<file path="config.mk">
export PLATFORM = sky130hd
export DESIGN_NAME = alu_share_arbiter
export DESIGN_NICKNAME = d
export VERILOG_FILES = /design/src/rtl/alu_share_arbiter.sv
export SDC_FILE = /design/constraint.sdc
export NUM_CORES = 1
export LEC_CHECK = 0
export ABC_AREA = 1
export CAP_MARGIN = 20
export CORE_UTILIZATION = 37
export CTS_BUF_LIST = sky130_fd_sc_hd__clkbuf_4 sky130_fd_sc_hd__clkbuf_8 sky130_fd_sc_hd__clkbuf_16
export DETAILED_ROUTE_END_ITERATION = 10
export PLACE_DENSITY = 0.81
export RECOVER_POWER = 25
export SYNTH_ARGS = -nofsm -noshare
export SYNTH_HDL_FRONTEND = slang
export SYNTH_SLANG_ARGS = --single-unit
</file>
<file path="constraint.sdc">
create_clock -name clk -period 1.6 [get_ports clk]
set_input_delay 0.32 -clock clk [delete_from_list [all_inputs] [get_ports clk]]
set_output_delay 0.32 -clock clk [all_outputs]
set_load 0.02 [all_outputs]
</file>
<file path="src/rtl/alu_share_arbiter.sv">
// rtl/alu_share_arbiter.sv - shares one combinational ALU among N_REQ requesters (ALU_ARB_RR_EN selects round-robin)
module alu_share_arbiter #(
  parameter int N_REQ   = 4,
  parameter int C_WIDTH = 16,
  parameter int ID_W    = $clog2(N_REQ)
) (
  input  logic                     clk,
  input  logic                     rst_n,
  input  logic [N_REQ-1:0]         req,
  input  logic [N_REQ*C_WIDTH-1:0] req_a,
  input  logic [N_REQ*C_WIDTH-1:0] req_b,
  input  logic [N_REQ*2-1:0]       req_op,
  output logic [N_REQ-1:0]         gnt,
  output logic [C_WIDTH-1:0]       alu_a,
  output logic [C_WIDTH-1:0]       alu_b,
  output logic [1:0]               alu_op,
  input  logic [C_WIDTH-1:0]       alu_res,
  input  logic [3:0]               alu_flags,
  output logic                     rsp_valid,
  input  logic                     rsp_ready,
  output logic [ID_W-1:0]          rsp_id,
  output logic [C_WIDTH-1:0]       rsp_result,
  output logic [3:0]               rsp_flags,
  output logic                     busy
);

  typedef enum logic [1:0] {
    S_IDLE = 2'd0,
    S_EXEC = 2'd1,
    S_RESP = 2'd2
  } state_e;

  state_e               state_q, state_d;
  logic [N_REQ-1:0]     gnt_q, gnt_d;
  logic [C_WIDTH-1:0]   alu_a_q, alu_a_d;
  logic [C_WIDTH-1:0]   alu_b_q, alu_b_d;
  logic [1:0]           alu_op_q, alu_op_d;
  logic                 rsp_valid_q, rsp_valid_d;
  logic [ID_W-1:0]      rsp_id_q, rsp_id_d;
  logic [C_WIDTH-1:0]   rsp_result_q, rsp_result_d;
  logic [3:0]           rsp_flags_q, rsp_flags_d;

  logic [N_REQ-1:0]     pick_vec;
  logic                 win_found;
  logic [ID_W-1:0]      win_id;
  logic [N_REQ-1:0]     win_oh;
  logic [C_WIDTH-1:0]   win_a, win_b;
  logic [1:0]           win_op;

`ifdef ALU_ARB_RR_EN
  logic [ID_W-1:0]      ptr_q, ptr_d;
  logic [N_REQ-1:0]     hi_mask;

  // Requesters above the last winner go first; if none is pending, wrap to the full set
  always_comb begin
    hi_mask = '0;
    for (int i = 0; i < N_REQ; i++) begin
      hi_mask[i] = (i > int'(ptr_q));
    end
    pick_vec = (|(req & hi_mask)) ? (req & hi_mask) : req;
  end
`else
  // Fixed priority: the lowest pending index always wins
  always_comb begin
    pick_vec = req;
  end
`endif

  // Lowest set bit of the candidate vector is the winner; capture its operands alongside
  always_comb begin
    win_found = 1'b0;
    win_id    = '0;
    win_oh    = '0;
    win_a     = '0;
    win_b     = '0;
    win_op    = '0;
    for (int i = 0; i < N_REQ; i++) begin
      if (!win_found && pick_vec[i]) begin
        win_found = 1'b1;
        win_id    = ID_W'(i);
        win_oh[i] = 1'b1;
        win_a     = req_a[i*C_WIDTH +: C_WIDTH];
        win_b     = req_b[i*C_WIDTH +: C_WIDTH];
        win_op    = req_op[i*2 +: 2];
      end
    end
  end

  // Next-state and register updates for the grant / execute / respond sequence
  always_comb begin
    state_d      = state_q;
    gnt_d        = gnt_q;
    alu_a_d      = alu_a_q;
    alu_b_d      = alu_b_q;
    alu_op_d     = alu_op_q;
    rsp_valid_d  = rsp_valid_q;
    rsp_id_d     = rsp_id_q;
    rsp_result_d = rsp_result_q;
    rsp_flags_d  = rsp_flags_q;
`ifdef ALU_ARB_RR_EN
    ptr_d        = ptr_q;
`endif
    case (state_q)
      S_IDLE: begin
        if (win_found) begin
          alu_a_d  = win_a;
          alu_b_d  = win_b;
          alu_op_d = win_op;
          gnt_d    = win_oh;
          rsp_id_d = win_id;
`ifdef ALU_ARB_RR_EN
          ptr_d    = win_id;
`endif
          state_d  = S_EXEC;
        end
      end
      S_EXEC: begin
        rsp_result_d = alu_res;
        rsp_flags_d  = alu_flags;
        rsp_valid_d  = 1'b1;
        gnt_d        = '0;
        state_d      = S_RESP;
      end
      S_RESP: begin
        if (rsp_ready) begin
          rsp_valid_d = 1'b0;
          state_d     = S_IDLE;
        end
      end
      default: begin
        state_d = S_IDLE;
      end
    endcase
  end

  // State register; reset discards any operation in flight
  always_ff @(posedge clk) begin
    if (!rst_n) begin
      state_q      <= S_IDLE;
      gnt_q        <= '0;
      alu_a_q      <= '0;
      alu_b_q      <= '0;
      alu_op_q     <= '0;
      rsp_valid_q  <= 1'b0;
      rsp_id_q     <= '0;
      rsp_result_q <= '0;
      rsp_flags_q  <= '0;
`ifdef ALU_ARB_RR_EN
      ptr_q        <= ID_W'(N_REQ - 1);
`endif
    end else begin
      state_q      <= state_d;
      gnt_q        <= gnt_d;
      alu_a_q      <= alu_a_d;
      alu_b_q      <= alu_b_d;
      alu_op_q     <= alu_op_d;
      rsp_valid_q  <= rsp_valid_d;
      rsp_id_q     <= rsp_id_d;
      rsp_result_q <= rsp_result_d;
      rsp_flags_q  <= rsp_flags_d;
`ifdef ALU_ARB_RR_EN
      ptr_q        <= ptr_d;
`endif
    end
  end

  assign gnt        = gnt_q;
  assign alu_a      = alu_a_q;
  assign alu_b      = alu_b_q;
  assign alu_op     = alu_op_q;
  assign rsp_valid  = rsp_valid_q;
  assign rsp_id     = rsp_id_q;
  assign rsp_result = rsp_result_q;
  assign rsp_flags  = rsp_flags_q;
  assign busy       = (state_q != S_IDLE);

endmodule
</file>
Yosys cells after proc, flatten, opt, wreduce, memory -nomap -nowiden

Cells that the tools add are included.
Widths: inputs -> output; s select.

Input bits: 163
Register bits: 63
Word-level logic and storage cells: 56
Output and inout port bits: 62

Reductions and logical operators: 14
Mux-type cells: 29
Equality and inequality tests: 4

Operator list:

| operator           | count |
|---|---|
| $mux 16            | 8 |
| $mux 2             | 8 |
| $mux 1             | 9 |
| $pmux 4 s2         | 1 |
| $reduce_and 2->1   | 4 |
| $pmux 2 s3         | 1 |
| $reduce_bool 2->1  | 3 |
| $mux 4             | 1 |
| $ne 2x2->1 const B | 2 |
| $logic_and 1x1->1  | 3 |
| $logic_not 1->1    | 3 |
| $eq 2x1->1 const B | 1 |
| $eq 2x2->1 const B | 1 |
| $logic_not 2->1    | 1 |
| $pmux 1 s2         | 1 |

Depth between registers and ports, before layout

Gate-level depths: netlist of run 1.

Depth after elaboration: 12
Depth in mapped cells: 9
Gate-level depth less buffers: 7

Least setup slack after synthesis of run 1

OpenSTA, ideal clock, no wires.

Kind: input to register
From: input port req[0]
To: register alu_b_q[10], in the netlist alu_b[10]
Slack: 0.317 ns
Cell stages on the path: 8
Arrival: 1.172 ns
Buffers on the path: 2
Cell sequence: buf_4 -> nor2_8 -> nand3_4 -> nand2_2 -> buf_2 -> nand2_1 -> nand2_1 -> nor2_1

Cells in the longest elaborated chain, start to end: 11
Elaborated cells on any way between the ends: 15
Classes of those cells: 8 x mux; 7 x reduce/logical

RTL lines:

| element                    | RTL line | RTL |
|---|---|---|
| start: declaration         | 9        | `input logic [N_REQ-1:0] req,` |
| $mux 1                     | 78       | `if (!win_found && pick_vec[i]) begin` |
| $logic_not 1->1            | 78       |  |
| $logic_and 1x1->1          | 78       |  |
| $mux 1                     | 78       |  |
| $logic_not 1->1            | 78       |  |
| $logic_and 1x1->1          | 78       |  |
| $mux 1                     | 78       |  |
| $logic_not 1->1            | 78       |  |
| $logic_and 1x1->1          | 78       |  |
| $mux 1                     | 78       |  |
| $reduce_and 2->1 (no line) | n/a      |  |
| end signal: assignment     | 155      | `alu_b_q <= alu_b_d;` |
| end: declaration           | 36       | `logic [C_WIDTH-1:0] alu_b_q, alu_b_d;` |

Several ways; a longest one is shown, not always the timed one.
A chain may end at the register's enable or synchronous reset.

Final worst setup path of run 1

From: input port req[0]
To: register alu_a_q[10], in the netlist alu_a[10]

Cells in the longest elaborated chain, start to end: 11
Elaborated cells on any way between the ends: 15
Classes of those cells: 8 x mux; 7 x reduce/logical

RTL lines:

| element                    | RTL line | RTL |
|---|---|---|
| $mux 1                     | 78       |  |
| $logic_not 1->1            | 78       |  |
| $logic_and 1x1->1          | 78       |  |
| $mux 1                     | 78       |  |
| $logic_not 1->1            | 78       |  |
| $logic_and 1x1->1          | 78       |  |
| $mux 1                     | 78       |  |
| $logic_not 1->1            | 78       |  |
| $logic_and 1x1->1          | 78       |  |
| $mux 1                     | 78       |  |
| $reduce_and 2->1 (no line) | n/a      |  |
| end signal: assignment     | 154      | `alu_a_q <= alu_a_d;` |
| end: declaration           | 35       | `logic [C_WIDTH-1:0] alu_a_q, alu_a_d;` |

Several ways; a longest one is shown, not always the timed one.

==> results of run 1 <==
## power by group through the flow
stage               logic, W  clock network (W)  registers, W
finish               0.00183            0.00144       0.00185
detailed placement   0.00197                  0       0.00190
CTS                  0.00186            0.00147       0.00186
floorplan           0.000717                  0       0.00211
global placement     0.00193                  0       0.00189
global route         0.00202            0.00156       0.00187
## worst reg2reg max path, cell delays in order, from the launching register on
cell and delay (ps):
dfxtp_1 340, nor2_4 120, buf_4 260, buf_4 310
nand3_1 110, nor2_1 110, nor2_1 60
## cell families after synthesis
logic type      after synthesis  share of synthesized area
compound gates               28                    0.04018
simple gates                404                     0.5005
buf+inv                      90                     0.1040
flops                        63                     0.3553
## per-stage QoR
| stage | util | cell area (um^2) | hold slack [ps] | total power, W | setup TNS (ps) |
|---|---|---|---|---|---|
| 6_report | 0.6597 | 6125 | 426.7 | 0.005126 | 0 |
| 5_1_grt | 0.6597 | 6125 | 443.6 | 0.005449 | 0 |
| 4_1_cts | 0.6650 | 6173 | 415.3 | 0.005191 | 0 |
| 3_5_place_dp | 0.6495 | 6030 | 465.1 | 0.003869 | -8289 |
| 3_3_place_gp | 0.6495 | 6030 | 457.8 | 0.003819 | -6859 |
| 2_1_floorplan | - | 3550 | 414.6 | 0.002830 | 0 |
## worst paths after layout
check | startpoint | end | slack [ps]
worst min register to register | rsp_id[0]$_SDFFE_PN0P_ | rsp_id[0]$_SDFFE_PN0P_ | 470
worst min-delay path | rst_n | rsp_result[14]$_SDFFE_PN0P_ | 430
worst max-delay path | req[0] | alu_a[10]$_SDFFE_PN0P_ | 90
worst max register to register | state_q[1]$_SDFFE_PN0P_ | alu_op[1]$_SDFFE_PN0P_ | 200
## registers in the layout, summed over array words and instances (netlist names)
signal and flops:
gnt 4, alu_a 16, rsp_id 2, state_q 2, rsp_result 16, alu_b 16
alu_op 2, rsp_valid 1, rsp_flags 4
## metal layers
metal | routed length, um | vias to the layer above | share of wire
met5 | 0 | - | 0
met4 | 272 | 0 | 0.021
met3 | 1055 | 26 | 0.081
met2 | 6470 | 197 | 0.50
met1 | 5224 | 2132 | 0.40
li1 | - | 2319 | -
## Yosys cell counts
master | n | area share
nand2_1 | 144 | 0.15
dfxtp_1 | 63 | 0.36
a21oi_1 | 4 | 0.0056
inv_2 | 1 | 0.0011
nand3_4 | 1 | 0.0049
buf_4 | 3 | 0.0063
nand2_2 | 1 | 0.0018
clkinv_1 | 1 | 0.0011
buf_1 | 5 | 0.0053
inv_1 | 42 | 0.044
nor2_8 | 1 | 0.0056
nand4_1 | 37 | 0.065
buf_2 | 16 | 0.023
nand3_1 | 108 | 0.15
o21ai_0 | 23 | 0.032
clkbuf_1 | 22 | 0.023
a211oi_1 | 1 | 0.0021
nor2_1 | 112 | 0.12
## layout make-up
type | instances | area [um^2] | area share
repair buffers | 251 | 2397 | 0.3914
clock inverters | 4 | 53.80 | 0.008784
well taps | 129 | 161.4 | 0.02635
multi-input cells | 432 | 1927 | 0.3146
clock buffers | 12 | 158.9 | 0.02594
flip-flops and latches | 63 | 1261 | 0.2059
inverters | 44 | 165.2 | 0.02697
## cells in the final DEF (no fill, tap or decap)
master           netlist  final
buf_12                 0      6
o21ai_0               23     23
buf_4                  3     19
dlygate4sd2_1          0     55
buf_2                 16      1
nor2_8                 1      1
nand3_1              108    108
clkinvlp_4             0      2
nand3_4                1      1
nand2_2                1      1
clkbuf_4               0      1
clkinv_4               0      1
nor2_1               112    111
clkdlybuf4s50_1        0    161
clkinv_1               1      1
clkbuf_8               0     11
dfxtp_1               63     63
a21oi_1                4      4
a211oi_1               1      1
inv_2                  1      1
nor2_4                 0      1
bufinv_16              0      1
clkbuf_2               0      2
clkbuf_1              22      7
nand4_1               37     37
inv_1                 42     42
nand2_1              144    144
## timing repair
item                                    4_1_cts  5_1_grt
resized for setup                            55        7
endpoints found under the setup margin       55        7
endpoints found under the hold margin         0        0
gates cloned                                  0        0
==> flow_summary.json, run 1 <==
{
  "status": "finished, final reports clean",
  "antenna_cells": 0,
  "grt_pass1_wl_um": 20640,
  "worst_path_largest_cell_delay_ps": 470,
  "cp_num_buf_inv": 3,
  "cp_data_required_time_ps": 1840,
  "cp.depth": 9,
  "final_cells": 935,
  "worst_slew_margin_rel": 0.7339,
  "slew_viol_final": 0,
  "globalRouteMet3Util": 0.06894,
  "drc_errors": 0,
  "routedWlPerCell_um": 13.93,
  "hold_depth": 3,
  "post-dp-hpwl_um": 9732,
  "setup_viol_count_final": 0,
  "grt_use_total": 0.2592,
  "leakagePower_nw": 2.856,
  "synth.yosys.warnings": 0,
  "post_cts_buffers": 0,
  "peakVddDrop_mv": 0.4578,
  "critical_path_arrival_ps": 1750,
  "grt_setup_unrepaired": "no",
  "grt_pass1_vias": 4525,
  "antenna_found_initial": 0,
  "syn_to_final_growth_pct": 72.54,
  "vias": 4674,
  "dp_cells": 919,
  "cts_root_buf": "clkbuf_8",
  "ant_nets": 0,
  "path_class": "input port to flop",
  "numCtsBuffers": 9,
  "fillers": 849,
  "drt_first_pass_iters": 6,
  "initial_core_util": 0.3823,
  "avgSynthCellArea_um2": 6.068,
  "power_switching_w": 0.001687,
  "core_mm2": 0.009284,
  "detail_route.vias_per_cell": 4.999,
  "r2r_cells": 6,
  "period_needed_ps": 1505,
  "seq_area_frac_synth": 0.3553,
  "synth_cell_types": 18,
  "drtIter0Drc": 153,
  "drv_cap": 0,
  "postCtsHoldBufs": 0,
  "p_int_w": 0.003439,
  "clk_path_buf_depth": 2,
  "grt_max_degree": 37,
  "post-place-ws_ps": -247.5,
  "pwr-share-seq": 0.362,
  "clk_latency_ps": 340,
  "syn_nets": 748,
  "busiest_layer": "met2",
  "clkPwrFrac": 0.282,
  "critPathCaptureType": "flop",
  "crit_path_max_fanout": 9,
  "fin_nets": 964,
  "routed_wl_um": 13020,
  "pin_count": 225,
  "globalRouteMet2Util": 0.4653,
  "max_freq_ghz": 0.6644,
  "io_buffers": 224,
  "htree_levels": 3,
  "p_per_area_mw_per_mm2": 837.0,
  "path_clk_slew_ps": 80,
  "fp.dieW_um": 99.95,
  "met1_usage": 0.2931,
  "skew_ps": 13.43,
  "synthCells": 585,
  "syn_area_mm2": 0.003550,
  "cts_tree": "done",
  "critPathTopFamily": "buffers and inverters",
  "dieHeight_um": 99.95,
  "combPwrFrac": 0.357,
  "worst_pin_slew_ps": 399.2,
  "crit_path_start_kind": "input port",
  "cts.sink_count": 63,
  "worst_hold_path_type": "input port to flop",
  "drive_above_1_share": 0.06079,
  "gp_congestion": 0.8634,
  "worst_path_max_delay_cell": "clkdlybuf4s50_1",
  "gr-total-overflow": 0,
  "die_area_mm2": 0.009989,
  "fin_crit_sh": 0.9407,
  "row_count": 35,
  "p_sw_frac": 0.3292,
  "synth-seq-cells": 63,
  "path_cells": "clkdlybuf4s50_1 > buf_4 > nor2_8 > nand3_4 > nand2_2 > buf_4 > nand2_1 > nand2_1 > nor2_1",
  "hold_viol": 0,
  "final.setup.worst_slack_ps": 94.87
}
Power figures use the tool's default switching activity.
==> run 2, diff against run 1 <==
Settings changed: CORE_UTILIZATION 37 to 35, PLACE_DENSITY 0.81 to 0.77.
==> flow_summary.json, run 2 (synthesis gave the netlist of run 1 again) <==
{
  "syn_to_final_growth_pct": 72.37,
  "worst_slew_margin_rel": 0.7273,
  "io_buffers": 224,
  "final_common_cell": "clkdlybuf4s50_1",
  "post-place-ws_ps": -242.2,
  "peakVddDrop_mv": 0.4437,
  "worst_pin_slew_ps": 409.0,
  "final_cells": 935,
  "detail_route.vias_per_cell": 4.934,
  "fp.dieW_um": 102.7,
  "hold_viol": 0,
  "skew_ps": 6.539,
  "drc_errors": 0,
  "leakagePower_nw": 2.861,
  "final_cell_mix": "clkdlybuf4s50_1 (161), nand2_1 (144), nor2_1 (111)",
  "grt_setup_unrepaired": "no",
  "crit_path_start_kind": "input port",
  "cts_root_buf": "clkbuf_8",
  "critPathTopFamily": "buffers and inverters",
  "row_count": 36,
  "fin_crit_sh": 0.9277,
  "gp_congestion": 0.8396,
  "ant_nets": 0,
  "grt_pass1_wl_um": 19820,
  "final_util": 0.6231,
  "vias": 4613,
  "cp_num_buf_inv": 3,
  "drtIter0Drc": 174,
  "fin_area_mm2": 0.006118,
  "clk_path_buf_depth": 2,
  "gr-total-overflow": 0,
  "final.setup.worst_slack_ps": 115.7,
  "cts_tree": "done",
  "die_area_mm2": 0.01055,
  "grt_pass1_vias": 4310,
  "routedWlPerCell_um": 14.15,
  "slew_viol_final": 0,
  "setup_viol_count_final": 0,
  "routed_wl_um": 13230,
  "path_cells": "clkdlybuf4s50_1 > nor2_8 > nand3_4 > nand2_2 > buf_12 > inv_1 > nand2_1 > o21ai_0",
  "grt_use_total": 0.2434,
  "numCtsBuffers": 9,
  "worst_path_max_delay_cell": "clkdlybuf4s50_1",
  "crit_path_max_fanout": 27,
  "drv_cap": 0,
  "p_per_area_mw_per_mm2": 849.8,
  "placed_area_mm2": 0.006005,
  "post-dp-hpwl_um": 9969,
  "clk_latency_ps": 340,
  "initial_core_util": 0.3615,
  "dieHeight_um": 102.7,
  "period_needed_ps": 1484,
  "htree_levels": 3,
  "antenna_found_initial": 0,
  "critical_path_arrival_ps": 1710,
  "cts.sink_count": 63,
  "fin_nets": 960,
  "max_freq_ghz": 0.6737,
  "worst_hold_path_type": "input port to flop",
  "cp_data_required_time_ps": 1820,
  "drive_above_1_share": 0.05611,
  "postCtsHoldBufs": 0,
  "grt_max_degree": 47,
  "worst_path_largest_cell_delay_ps": 540,
  "dp_cells": 919,
  "path_class": "input port to flop",
  "antenna_cells": 0,
  "critPathCaptureType": "flop",
  "fillers": 981,
  "path_clk_slew_ps": 70,
  "drt_first_pass_iters": 4,
  "core_mm2": 0.009819,
  "fin_tns_setup_ps": 0,
  "status": "finished, final reports clean",
  "pin_count": 225
}
## run 2: where the power goes
part	switching, W	leakage [nW]	internal, W
sequential	0.0000914	0.521	0.00176
clock	0.000634	0.106	0.000889
combinational	0.000978	2.23	0.000848
total	0.00170	2.86	0.00350
## run 2: final cells by class
type / count / area (um^2) / share of cell area
clock inverters: 6 / 85.08 / 0.01391
repair buffers: 247 / 2382 / 0.3894
flip-flops and latches: 63 / 1261 / 0.2061
inverters: 44 / 165.2 / 0.02699
well taps: 133 / 166.4 / 0.02720
clock buffers: 10 / 131.4 / 0.02147
multi-input cells: 432 / 1927 / 0.3149
## run 2: final timing paths
kind	start	end	slack, ps	cells after the start
hold / removal	rst_n	rsp_id[0]$_SDFFE_PN0P_	340	3
setup reg to reg	state_q[1]$_SDFFE_PN0P_	alu_a[14]$_SDFFE_PN0P_	170	6
setup / recovery	req[1]	gnt[0]$_SDFFE_PN0P_	120	8
hold reg to reg	rsp_id[0]$_SDFFE_PN0P_	rsp_id[0]$_SDFFE_PN0P_	470	2
## run 2: through the flow
stage	total power, W	hold slack [ps]
after floorplan	0.002830	414.6
after global placement	0.003824	459.5
after detailed placement	0.003865	460.1
after CTS	0.005262	329.8
after global routing	0.005502	380.4
final	0.005200	341.3
## run 2: per-layer routing
metal | global-route usage | share of wire | routed length (um) | vias to the layer above
met4 | 0.09780 | 0.023 | 301 | 0
li1 | - | - | - | 2318
met5 | 0 | 0 | 0 | -
met1 | 0.2606 | 0.38 | 5068 | 2084
met2 | 0.4441 | 0.50 | 6631 | 182
met3 | 0.07390 | 0.093 | 1233 | 29
## run 2: what timing repair did
| action | 4_1_cts | 5_1_grt |
|---|---|---|
| setup endpoints to repair | 58 | 4 |
| gates cloned | 0 | 0 |
| resized for setup | 58 | 4 |
| endpoints found under the hold margin | 0 | 0 |
| buffers inserted | 0 | 0 |
## run 2: worst reg2reg max path, cell delays in order, from the launching register on
cell	delay, ps
dfxtp_1	340
nor2_4	120
buf_4	250
buf_4	310
nand3_1	120
nor2_1	150
nor2_1	60
==> run 3, diff against run 2 <==
Settings changed: CAP_MARGIN 20 to 10, RECOVER_POWER 25 to default.
==> flow_summary.json, run 3 (synthesis gave the netlist of run 1 again) <==
{
  "status": "finished, final reports clean",
  "htree_levels": 3,
  "cts.sink_count": 63,
  "final_util": 0.6272,
  "critical_path_arrival_ps": 1160,
  "critPathTopFamily": "flip-flops",
  "critPathCaptureType": "output pin",
  "detail_route.vias_per_cell": 4.924,
  "path_cells": "nor2_4 > inv_1 > dlygate4sd2_1",
  "pin_count": 225,
  "drt_first_pass_iters": 5,
  "cp_data_required_time_ps": 1280,
  "clk_path_buf_depth": 2,
  "crit_path_start_kind": "flop",
  "grt_max_degree": 47,
  "routed_wl_um": 13210,
  "grt_pass1_vias": 4310,
  "crit_path_max_fanout": 3,
  "final.setup.worst_slack_ps": 121.3,
  "postCtsHoldBufs": 0,
  "path_clk_slew_ps": 80,
  "routedWlPerCell_um": 14.13,
  "cts_root_buf": "clkbuf_8",
  "fin_crit_sh": 0.9242,
  "antenna_cells": 0,
  "top_layer_used": "met4",
  "drv_cap": 0,
  "io_buffers": 224,
  "worst_hold_path_type": "input port to flop",
  "fin_tns_setup_ps": 0,
  "clk_latency_ps": 340,
  "grt_pass1_wl_um": 19820,
  "slew_viol_final": 0,
  "cp_num_buf_inv": 2,
  "fp.dieW_um": 102.7,
  "met2WireLength_um": 6679,
  "gr-total-overflow": 0,
  "post-dp-hpwl_um": 9969,
  "dieHeight_um": 102.7,
  "peakVddDrop_mv": 0.4440,
  "worst_path_max_delay_cell": "dfxtp_1",
  "path_class": "flop to output pin",
  "grt_setup_unrepaired": "no",
  "post-place-ws_ps": -242.2,
  "met3_wirelength_um": 1250,
  "drive_above_1_share": 0.05611,
  "initial_core_util": 0.3615,
  "ff2ff_setup_slack_ps": 180,
  "setup_viol_count_final": 0,
  "numCtsBuffers": 9,
  "grt_use_total": 0.2434,
  "final_cell_mix": "clkdlybuf4s50_1 (161), nand2_1 (144), nor2_1 (111)",
  "met1_length_um": 5023,
  "leakagePower_nw": 2.934,
  "fin_nets": 960,
  "worst_path_largest_cell_delay_ps": 390,
  "hold_viol": 0,
  "period_needed_ps": 1479,
  "max_freq_ghz": 0.6763,
  "final_cells": 935,
  "core_mm2": 0.009819,
  "p_per_area_mw_per_mm2": 846.6,
  "worst_pin_slew_ps": 391.0,
  "worst_hold_slack_ps": 339.3,
  "drtIter0Drc": 174,
  "die_area_mm2": 0.01055,
  "gp_congestion": 0.8396,
  "dp_cells": 919,
  "vias": 4604,
  "cts_tree": "done",
  "ant_nets": 0,
  "syn_to_final_growth_pct": 73.49,
  "drc_errors": 0,
  "final_common_cell": "clkdlybuf4s50_1",
  "worst_slew_margin_rel": 0.7393,
  "antenna_found_initial": 0,
  "skew_ps": 7.522,
  "row_count": 36
}
-- run 3: power by group --
group	switching, W	total (W)	internal (W)
registers	0.0000907	0.00185	0.00176
logic	0.000977	0.00184	0.000863
clock network	0.000634	0.00152	0.000889
total	0.00170	0.00521	0.00351
-- run 3: metal layers --
layer / vias to the layer above / global-route usage
met3: 24 / 0.07390
met2: 182 / 0.4441
met5: - / 0
met1: 2084 / 0.2606
li1: 2314 / -
met4: 0 / 0.09780
-- run 3: tightest hold or removal path: stages --
cell	delay (ps)
buf_2	100
inv_1	100
a21oi_1	120
-- run 3: metrics by stage --
| stage | area (um^2) | total power [W] |
|---|---|---|
| detailed placement | 6005 | 0.003865 |
| global placement | 6005 | 0.003824 |
| CTS | 6148 | 0.005262 |
| floorplan | 3550 | 0.002830 |
| global route | 6158 | 0.005517 |
| finish | 6158 | 0.005214 |
-- run 3: final cells by class --
| type | instances | area (um^2) |
|---|---|---|
| Clock inverter | 6 | 85.08 |
| Tap cell | 133 | 166.4 |
| Inverter | 44 | 165.2 |
| Sequential cell | 63 | 1261 |
| Multi-Input combinational cell | 432 | 1927 |
| Fill cell | 969 | 3661 |
| Clock buffer | 10 | 131.4 |
| Timing Repair Buffer | 247 | 2422 |
-- run 3: what timing repair did --
item | in CTS | in global routing
resized for setup | 58 | 4
buffers inserted | 0 | 0
pin swaps | 0 | 0
setup endpoints to repair | 58 | 4
-- run 3: worst paths after layout --
path,from,endpoint,depth (start not counted)
worst max-delay path,state_q[0]$_SDFFE_PN0P_,busy,3
worst min register to register,rsp_id[0]$_SDFFE_PN0P_,rsp_id[0]$_SDFFE_PN0P_,2
worst min-delay path,rst_n,rsp_id[0]$_SDFFE_PN0P_,3
worst max register to register,state_q[1]$_SDFFE_PN0P_,alu_a[14]$_SDFFE_PN0P_,6
==> variant: new RTL, settings of run 3 <==
Re-encode `state_e` (3 states) as one-hot, 3 bits wide.
--- a/src/rtl/alu_share_arbiter.sv
+++ b/src/rtl/alu_share_arbiter.sv
@@ -24,10 +24,10 @@
   output logic                     busy
 );
 
-  typedef enum logic [1:0] {
-    S_IDLE = 2'd0,
-    S_EXEC = 2'd1,
-    S_RESP = 2'd2
+  typedef enum logic [2:0] {
+    S_IDLE = 3'b001,
+    S_EXEC = 3'b010,
+    S_RESP = 3'b100
   } state_e;
 
   state_e               state_q, state_d;
Formal check against the unedited RTL: same outputs for any inputs over 10 cycles, from zero or initial values and one cycle with rst_n low; not proved beyond that.
==> variant against run 3 <==
Combinational power about the same; synthesized area is 0.32% higher; worst hold slack gained 76 ps; cell area increased by 0.45%; largest power group unchanged; clock power up 14%; power rose by 4.4%; utilization is 0.28 points higher; wire length decreased by 2.3%; setup slack lost 56 ps; sequential cell count rose by 1.
==> variant: results (changes against run 3) <==
* Run status: complete, no violations
- Crit. Startpoint: state_q[1]
- The time the worst path needs with I/O delays and setup came to 1530 ps (+55.8 ps).
* Violation count after the first detailed-routing iteration: 239 (+37%)
* Endpoint of the worst hold-timing path: state_q[0]
- The switching power came to 1.73 mW (+1.9%).
- Placed wire-length estimate after detailed placement: 10100 um (+0.81%)
* Non-CTS inverters: 46 (+4.5%)
- Number of instances in the synthesized netlist: 588 (+0.51%)
- Capture instance of the worst register-to-register path: alu_b[3]
* Layout buffering overhead excluding clock cells: 39.1% (-0.20 points)
* Worst IR drop on VDD: 0.457 mV (+3.0%)
* Sequential fraction of the synthesis area: 36.0% (+0.45 points)
- DRT met1 WL: 4950 um (-1.4%)
- Slack of the worst reg-to-reg path: 120 ps (-60 ps)
- Beginning of the worst register-to-register path: state_q[2]
- The clock buffer count in the final layout came to 9 (-1).
* Sum of met2 wire segment lengths after detailed routing: 6530 um (-2.2%)
- Min Hold Slack: 415 ps (+75.7 ps)
- The number of cells on the worst hold path was 4 (+1).
* Hold Startpoint: req[0]
* Fill count: 975 (+0.62%)
* Clock skew after layout: 11.9 ps (+4.37 ps)
- Global-route wire length before repair: 20000 um (+0.94%)
- The initial antenna violation count came to 1 (+1).
- The placer congestion estimate came to 0.892 (+6.2%).
- The cell area after placement was 5990 um^2 (-0.27%).
- The global routing met2 resource utilization came to 43.6% (-0.82 points).
[variant: cell count changes after synthesis, moves of 2 or more]
| cell | delta |
|---|---|
| sky130_fd_sc_hd__a21oi_1 | +37 |
| sky130_fd_sc_hd__buf_1 | -4 |
| sky130_fd_sc_hd__buf_2 | +2 |
| sky130_fd_sc_hd__buf_4 | +2 |
| sky130_fd_sc_hd__buf_6 | +3 |
| sky130_fd_sc_hd__clkbuf_1 | -5 |
| sky130_fd_sc_hd__nand2_1 | -2 |
| sky130_fd_sc_hd__nand3_1 | +2 |
| sky130_fd_sc_hd__nand4_1 | -35 |
[variant: worst min-delay path, delay by kind of cell]
kind / cells / cell delay [ps]
buffers and inverters: 1 / 140
AND/OR/NAND/NOR: 2 / 160
AO/OA/AOI/OAI: 1 / 80
[variant: cells by family after synthesis]
logic type             after synthesis
buffers and inverters               90
AOI/OAI and AO/OA                   66
and+or+nand+nor                    368
DFF                                 64
